--- config.mk ---
export PLATFORM = sky130hd
export DESIGN_NAME = fifo_wr_arbiter_flat
export DESIGN_NICKNAME = d
export VERILOG_FILES = /design/src/rtl/fifo_arb_pkg.sv /design/src/rtl/fifo_if.sv /design/src/rtl/fifo_wr_arbiter_rr_picker.sv /design/src/rtl/fifo_wr_arbiter.sv /design/src/flat_wrapper.sv
export SDC_FILE = /design/constraint.sdc
export NUM_CORES = 1
export LEC_CHECK = 0
export CAP_MARGIN = 20
export CORE_MARGIN = 10
export CORE_UTILIZATION = 40
export CTS_CLUSTER_SIZE = 16
export DETAILED_ROUTE_END_ITERATION = 7
export GPL_TIMING_DRIVEN = 1
export PLACE_DENSITY = 0.83
export RECOVER_POWER = 100
export SLEW_MARGIN = 20
export SYNTH_ARGS = -nofsm -noshare
export SYNTH_HDL_FRONTEND = slang
export SYNTH_SLANG_ARGS = --single-unit
--- constraint.sdc ---
create_clock -name clk -period 7 [get_ports clk]
set_input_delay 2.1 -clock clk [delete_from_list [all_inputs] [get_ports clk]]
set_output_delay 2.1 -clock clk [all_outputs]
set_load 0.005 [all_outputs]
--- src/rtl/fifo_arb_pkg.sv ---
// Shared types and helpers for the FIFO write arbiter.
// Holds the arbiter state enum, default sizes and the rotate pick.
package fifo_arb_pkg;

  typedef enum logic {
    IDLE   = 1'b0,
    LOCKED = 1'b1
  } arb_state_t;

  localparam int DEF_NUM_REQ    = 4;
  localparam int DEF_DATA_WIDTH = 32;
  localparam int DEF_MAX_BURST  = 16;
  localparam int PICK_MAX       = 8;

  // First set bit of valid at or above ptr, wrapping at n.
  // Returns ptr when nothing is valid.
  function automatic int unsigned rr_pick(
    input logic [PICK_MAX-1:0] valid,
    input int unsigned         ptr,
    input int unsigned         n
  );
    int unsigned r;
    int unsigned j;
    bit          found;
    r     = ptr;
    found = 1'b0;
    for (int unsigned i = 0; i < PICK_MAX; i++) begin
      j = (ptr + i) % n;
      if (i < n && !found && valid[j[2:0]]) begin
        r     = j;
        found = 1'b1;
      end
    end
    return r;
  endfunction

endpackage

--- src/rtl/fifo_if.sv ---
// Write side of a FIFO: enable, data and full flag.
// The arbiter is the master; the FIFO is the slave.
interface fifo_if #(
  parameter int DATA_WIDTH = 32
);
  logic                  wen;
  logic [DATA_WIDTH-1:0] wdata;
  logic                  full;

  modport master (
    output wen,
    output wdata,
    input  full
  );

  modport slave (
    input  wen,
    input  wdata,
    output full
  );
endinterface

--- src/rtl/fifo_wr_arbiter_rr_picker.sv ---
// Combinational round-robin picker.
// Rotates priority so the search starts at i_ptr.
module rr_picker
  import fifo_arb_pkg::*;
#(
  parameter  int N  = 4,
  localparam int PW = $clog2(N)
) (
  input  logic [N-1:0]  i_valid,
  input  logic [PW-1:0] i_ptr,
  output logic [PW-1:0] o_idx,
  output logic          o_any
);

  assign o_idx = PW'(rr_pick(PICK_MAX'(i_valid),
                             32'(i_ptr), N));
  assign o_any = |i_valid;

endmodule

--- src/rtl/fifo_wr_arbiter.sv ---
// Round-robin write arbiter in front of a FIFO, with burst lock.
// Define FIFO_ARB_STATS_EN to add per-requester beat counters.
module fifo_wr_arbiter
  import fifo_arb_pkg::*;
#(
  parameter  int NUM_REQ    = DEF_NUM_REQ,
  parameter  int DATA_WIDTH = DEF_DATA_WIDTH,
  parameter  int MAX_BURST  = DEF_MAX_BURST,
  localparam int PW         = $clog2(NUM_REQ),
  localparam int CW         = $clog2(MAX_BURST + 1)
) (
  input  logic                                clk,
  input  logic                                rst,
  input  logic [NUM_REQ-1:0]                  req_valid,
  input  logic [NUM_REQ-1:0][DATA_WIDTH-1:0]  req_data,
  input  logic [NUM_REQ-1:0]                  req_lock,
  output logic [NUM_REQ-1:0]                  req_ready,
  fifo_if.master                              ifp_ff,
  output logic [PW-1:0]                       grant_id
`ifdef FIFO_ARB_STATS_EN
  ,
  output logic [NUM_REQ-1:0][15:0]            beat_cnt
`endif
);

  localparam bit            LOCK_OK = (MAX_BURST > 1);
  localparam logic [PW-1:0] LAST    = PW'(NUM_REQ - 1);
  localparam logic [CW-1:0] CAP     = CW'(MAX_BURST);

  arb_state_t            r_state;
  arb_state_t            w_state_nx;
  logic [PW-1:0]         r_rr_ptr;
  logic [PW-1:0]         w_rr_ptr_nx;
  logic [PW-1:0]         r_owner;
  logic [PW-1:0]         w_owner_nx;
  logic [CW-1:0]         r_burst_cnt;
  logic [CW-1:0]         w_burst_nx;
  logic [CW-1:0]         w_burst_inc;
  logic [DATA_WIDTH-1:0] r_wdata;

  logic [PW-1:0]         w_pick;
  logic                  w_pick_any;
  logic [PW-1:0]         w_win;
  logic [PW-1:0]         w_win_nxt;
  logic                  w_win_vld;
  logic                  w_acc;
  logic [NUM_REQ-1:0]    w_ready;

  rr_picker #(
    .N (NUM_REQ)
  ) u_pick (
    .i_valid (req_valid),
    .i_ptr   (r_rr_ptr),
    .o_idx   (w_pick),
    .o_any   (w_pick_any)
  );

  // Winner selection, accept, next-state and per-beat outputs.
  always_comb begin
    w_state_nx  = r_state;
    w_rr_ptr_nx = r_rr_ptr;
    w_owner_nx  = r_owner;
    w_burst_nx  = r_burst_cnt;
    w_ready     = '0;
    w_burst_inc = r_burst_cnt + 1'b1;
    if (r_state == LOCKED) begin
      w_win     = r_owner;
      w_win_vld = req_valid[r_owner];
    end else begin
      w_win     = w_pick;
      w_win_vld = w_pick_any;
    end
    w_win_nxt = (w_win == LAST) ? '0 : w_win + 1'b1;
    w_acc     = !rst && w_win_vld && !ifp_ff.full;
    if (w_acc) w_ready[w_win] = 1'b1;
    unique case (r_state)
      IDLE: begin
        if (w_acc) begin
          if (LOCK_OK && req_lock[w_win]) begin
            w_state_nx = LOCKED;
            w_owner_nx = w_win;
            w_burst_nx = CW'(1);
          end else begin
            w_rr_ptr_nx = w_win_nxt;
          end
        end
      end
      LOCKED: begin
        if (w_acc) begin
          w_burst_nx = w_burst_inc;
          if (w_burst_inc == CAP ||
              !req_lock[r_owner]) begin
            w_state_nx  = IDLE;
            w_rr_ptr_nx = w_win_nxt;
            w_burst_nx  = '0;
          end
        end else if (!ifp_ff.full &&
                     !req_valid[r_owner] &&
                     !req_lock[r_owner]) begin
          w_state_nx  = IDLE;
          w_rr_ptr_nx = w_win_nxt;
          w_burst_nx  = '0;
        end
      end
    endcase
  end

  assign req_ready    = w_ready;
  assign grant_id     = rst ? '0 : w_win;
  assign ifp_ff.wen   = w_acc;
  assign ifp_ff.wdata = rst   ? '0 :
                        w_acc ? req_data[w_win] :
                                r_wdata;

  // State, pointer, burst count and last written data.
  always_ff @(posedge clk) begin
    if (rst) begin
      r_state     <= IDLE;
      r_rr_ptr    <= '0;
      r_owner     <= '0;
      r_burst_cnt <= '0;
      r_wdata     <= '0;
    end else begin
      r_state     <= w_state_nx;
      r_rr_ptr    <= w_rr_ptr_nx;
      r_owner     <= w_owner_nx;
      r_burst_cnt <= w_burst_nx;
      if (w_acc) r_wdata <= req_data[w_win];
    end
  end

`ifdef FIFO_ARB_STATS_EN
  logic [NUM_REQ-1:0][15:0] r_beat_cnt;

  // Saturating per-requester accepted-beat counters.
  always_ff @(posedge clk) begin
    if (rst) begin
      r_beat_cnt <= '0;
    end else begin
      for (int i = 0; i < NUM_REQ; i++) begin
        if (w_ready[i] && r_beat_cnt[i] != 16'hFFFF)
          r_beat_cnt[i] <= r_beat_cnt[i] + 16'd1;
      end
    end
  end

  assign beat_cnt = r_beat_cnt;
`endif

endmodule

--- src/flat_wrapper.sv ---
// flat-port wrapper written by rule: the top's interface ports become plain ports
module fifo_wr_arbiter_flat import fifo_arb_pkg::*;
#(
  parameter  int NUM_REQ    = DEF_NUM_REQ,
  parameter  int DATA_WIDTH = DEF_DATA_WIDTH,
  parameter  int MAX_BURST  = DEF_MAX_BURST,
  localparam int PW         = $clog2(NUM_REQ),
  localparam int CW         = $clog2(MAX_BURST + 1)
)
  (clk, rst, req_valid, req_data, req_lock, req_ready, grant_id, ifp_ff_wen, ifp_ff_wdata, ifp_ff_full);
  fifo_if #(.DATA_WIDTH(DATA_WIDTH)) ifp_ff_i ();
  input  logic clk;
  input  logic rst;
  input  logic [NUM_REQ-1:0] req_valid;
  input  logic [NUM_REQ-1:0][DATA_WIDTH-1:0] req_data;
  input  logic [NUM_REQ-1:0] req_lock;
  output logic [NUM_REQ-1:0] req_ready;
  output logic [PW-1:0] grant_id;
  output wire logic [$bits(ifp_ff_i.wen)-1:0] ifp_ff_wen;
  output wire logic [$bits(ifp_ff_i.wdata)-1:0] ifp_ff_wdata;
  input wire logic [$bits(ifp_ff_i.full)-1:0] ifp_ff_full;
  assign ifp_ff_wen = ifp_ff_i.wen;
  assign ifp_ff_wdata = ifp_ff_i.wdata;
  assign ifp_ff_i.full = ifp_ff_full;
  fifo_wr_arbiter #(.NUM_REQ(NUM_REQ), .DATA_WIDTH(DATA_WIDTH), .MAX_BURST(MAX_BURST)) u_core (.clk(clk), .rst(rst), .req_valid(req_valid), .req_data(req_data), .req_lock(req_lock), .req_ready(req_ready), .ifp_ff(ifp_ff_i), .grant_id(grant_id));
endmodule
==> flow_metrics.py <==
metrics = {
    "critical_path": {
        "cp.required_ns": 4.90,
        "r2r_slack_ns": 4.73,
        "worstPathCellList": "clkdlybuf4s50_1, nor2b_1, o21ai_0, nand4b_1, and2_4, inv_4, buf_12, mux2i_1, o221ai_2, dlygate4sd3_1",
        "crit_arrival_ns": 4.75,
        "path_class": "primary input to output pin",
        "critPathMaxFanout": 29,
        "start_kind": "primary input",
        "crit_slowest_cell": "dlygate4sd3_1",
        "r2r-start": "u_core.r_state",
        "r2r-end": "u_core.r_owner[0]",
        "ff2ff_path_depth": 6,
        "critPathCaptureType": "output pin",
        "slowest_delay_ns": 0.60,
    },
    "timing": {
        "tightestPinTransition_ns": 0.5867,
        "period_share_pct": 97.87,
        "finalCriticalPeriod_ns": 6.851,
        "hold_slack_ns": 0.4532,
        "setup_viol": 0,
        "rsz0062_at_grt": "no",
        "finalSetupTns_ns": 0,
        "finClkSkew_ns": 0.003607,
        "slew_viol_final": 0,
        "finalHoldViolations": 0,
        "slew_headroom_pct": 60.83,
        "clock.fmax_mhz": 146.0,
    },
    "logic_synthesis": {
        "synth_area_leaders": "dfxtp_1, mux2i_1, o221ai_2",
        "yosys-top-cells-count": "mux2i_1, dfxtp_1, nand2_1, o221ai_2, nor2b_1",
        "synth_nets": 450,
        "async_flop_share_pct": 0,
        "ys_types": 60,
        "syn-cell-area_mm2": 0.003137,
        "synth-seq-area-share_pct": 26.80,
        "synth_edf_count": 0,
        "syn_area_per_cell_um2": 10.25,
        "synth_top_area_cell": "dfxtp_1",
        "ys_ff_latch": 42,
        "ys.flop_type": "dfxtp_1",
        "yosysMostFrequentCell": "mux2i_1",
        "yosysTopAreaCellShare_pct": 26.80,
        "synth_cells": 306,
        "yosys_warnings": 0,
    },
    "grt": {
        "grt_pass1_vias": 3053,
        "track_usage_pct": 18.01,
        "grt_max_degree": 40,
        "grt-ovfl-total": 0,
        "antenna_found_initial": 0,
        "grt_pass1_wl_um": 16930,
    },
    "min_path": {
        "hold_class": "flip-flop to flip-flop",
        "worstHoldPathCells": 2,
        "holdPathEnd": "u_core.r_wdata[12]",
        "hp-start": "u_core.r_wdata[12]",
    },
    "finish": {
        "nFillCells": 647,
        "areaGrowthSynthToFinish_pct": 61.67,
        "seqCellArea_um2": 840.8,
        "drive_above_1_share_pct": 12.92,
        "nets": 623,
        "antenna_cells": 0,
        "multiInputGateArea_mm2": 0.002078,
        "utilization_pct": 65.97,
    },
    "floorplan": {
        "pin_count": 178,
        "die_w_um": 108.6,
        "core_area_mm2": 0.007687,
        "dieArea_mm2": 0.01178,
        "start_util_pct": 40.80,
        "die_y_um": 108.6,
        "rows": 32,
    },
    "place": {
        "post-dp-hpwl_um": 9448,
        "io_buffers": 177,
        "place_congestion": 0.9158,
    },
    "clock_network": {
        "cts.sinks": 42,
        "cts_hold_buf": 0,
        "cts_tree": "built",
        "cts_setup_buffers": 0,
        "clock_path_buffers": 2,
        "numCtsBuffers": 5,
        "ctsHtreeMaxLevel": 2,
        "clock_latency_ns": 0.29,
        "root_buffer": "clkbuf_8",
        "path_clk_slew_ns": 0.08,
    },
    "power": {
        "leakagePower_nw": 1.883,
        "combPwrFrac_pct": 48.1,
        "internal-power_uw": 591.3,
        "seqPwrFrac_pct": 33.2,
        "swShare_pct": 32.07,
        "clkPwrFrac_pct": 18.7,
        "peakVddDrop_v": 0.00009542,
        "p_sw_uw": 279.2,
        "power.density_mw_per_mm2": 171.7,
    },
    "drt": {
        "drc": 0,
        "drtIter0Drc": 108,
        "vias": 3093,
        "wirelength_um": 11450,
        "ant_nets": 0,
        "firstDrtPassIters": 4,
        "wl_per_cell_um": 19.67,
        "via_per_inst": 5.314,
    },
    "outcome": {
        "status": "completed",
    },
    "flow_run": {
        "drv_cap": 0,
    },
}
power groups by stage:
| stage | Combinational (mW) | Clock [mW] | Sequential [mW] |
|---|---|---|---|
| after global placement | 0.424 | 0 | 0.293 |
| after floorplan | 0.239 | 0 | 0.288 |
| after global routing | 0.451 | 0.177 | 0.292 |
| after CTS | 0.433 | 0.167 | 0.289 |
| after detailed placement | 0.432 | 0 | 0.294 |
| final | 0.418 | 0.163 | 0.289 |
per-layer routing:
metal | up-vias | wire [um] | global-route usage (%)
met3 | 14 | 978 | 5.949
met2 | 119 | 6048 | 32.28
met1 | 1443 | 4242 | 20.28
met5 | - | 0 | 0
met4 | 0 | 179 | 3.861
li1 | 1517 | - | -
worst max-delay path by stage:
stage,start,end,slack (ns),cells after the start
2_1_floorplan,req_valid[3],ifp_ff_wdata[14],1.33,10
6_report,req_valid[0],ifp_ff_wdata[25],0.15,10
5_1_grt,req_valid[1],ifp_ff_wdata[19],0.02,8
4_1_cts,req_valid[3],ifp_ff_wdata[0],0.13,8
3_3_place_gp,req_valid[3],ifp_ff_wdata[0],0.19,8
3_5_place_dp,req_valid[3],ifp_ff_wdata[0],0.13,8
worst max-delay path, delay by kind of cell:
kind,cells,cell delay [ns]
multiplexers,1,0.32
buffers and inverters,4,1.40
AND/OR/NAND/NOR,3,0.55
AO/OA/AOI/OAI,2,0.36
sequential cells by signal, summed over array words and instances, names as in the netlist:
name,count
u_core.r_rr_ptr,2
u_core.r_state,1
u_core.r_owner,2
u_core.r_burst_cnt,5
u_core.r_wdata,32
layout by cell type (no fill, tap or decap), types with 6 or more instances in the layout:
cell and instances:
o221ai_2 26, o21ai_0 9, dlygate4sd3_1 8, nor2b_1 10, clkbuf_8 6, mux2i_1 67
dfxtp_1 42, clkdlybuf4s50_1 168, nor2_1 6, nand2_1 41, o221ai_1 6
kinds of logic (layout without fill, tap and decap cells):
group	count (synthesis)	count (layout)	share of synthesized area [%]
adder cells (fa/ha/maj)	5	5	1.994
multiplexers	71	71	24.37
flip-flops	42	42	26.81
AO/OA/AOI/OAI	69	69	24.33
XOR/XNOR	2	2	0.5585
buffers and inverters	26	200	5.584
AND/OR/NAND/NOR	91	91	16.35
area by class of cell:
type / instances / area share, %
flip-flops and latches: 42 / 16.58
clock buffers: 7 / 1.702
inverters: 5 / 0.4194
repair buffers: 187 / 37.70
well taps: 102 / 2.517
multi-input cells: 238 / 40.98
clock inverters: 1 / 0.09869
per-stage QoR:
stage | setup slack (ns) | cell area (um^2) | std cells | power (mW)
global placement | 0.1939 | 5020 | 574 | 0.7166
global route | 0.01578 | 5071 | 582 | 0.9200
finish | 0.1491 | 5071 | 582 | 0.8705
floorplan | 1.326 | 3137 | 306 | 0.5264
detailed placement | 0.1290 | 5020 | 574 | 0.7258
CTS | 0.1261 | 5111 | 582 | 0.8887
what timing repair did:
action	4_1_cts	5_1_grt
hold endpoints to repair	0	0
endpoints found under the setup margin	0	1
gates resized for setup	0	1
Note: power is estimated with default switching activity, not from simulation.
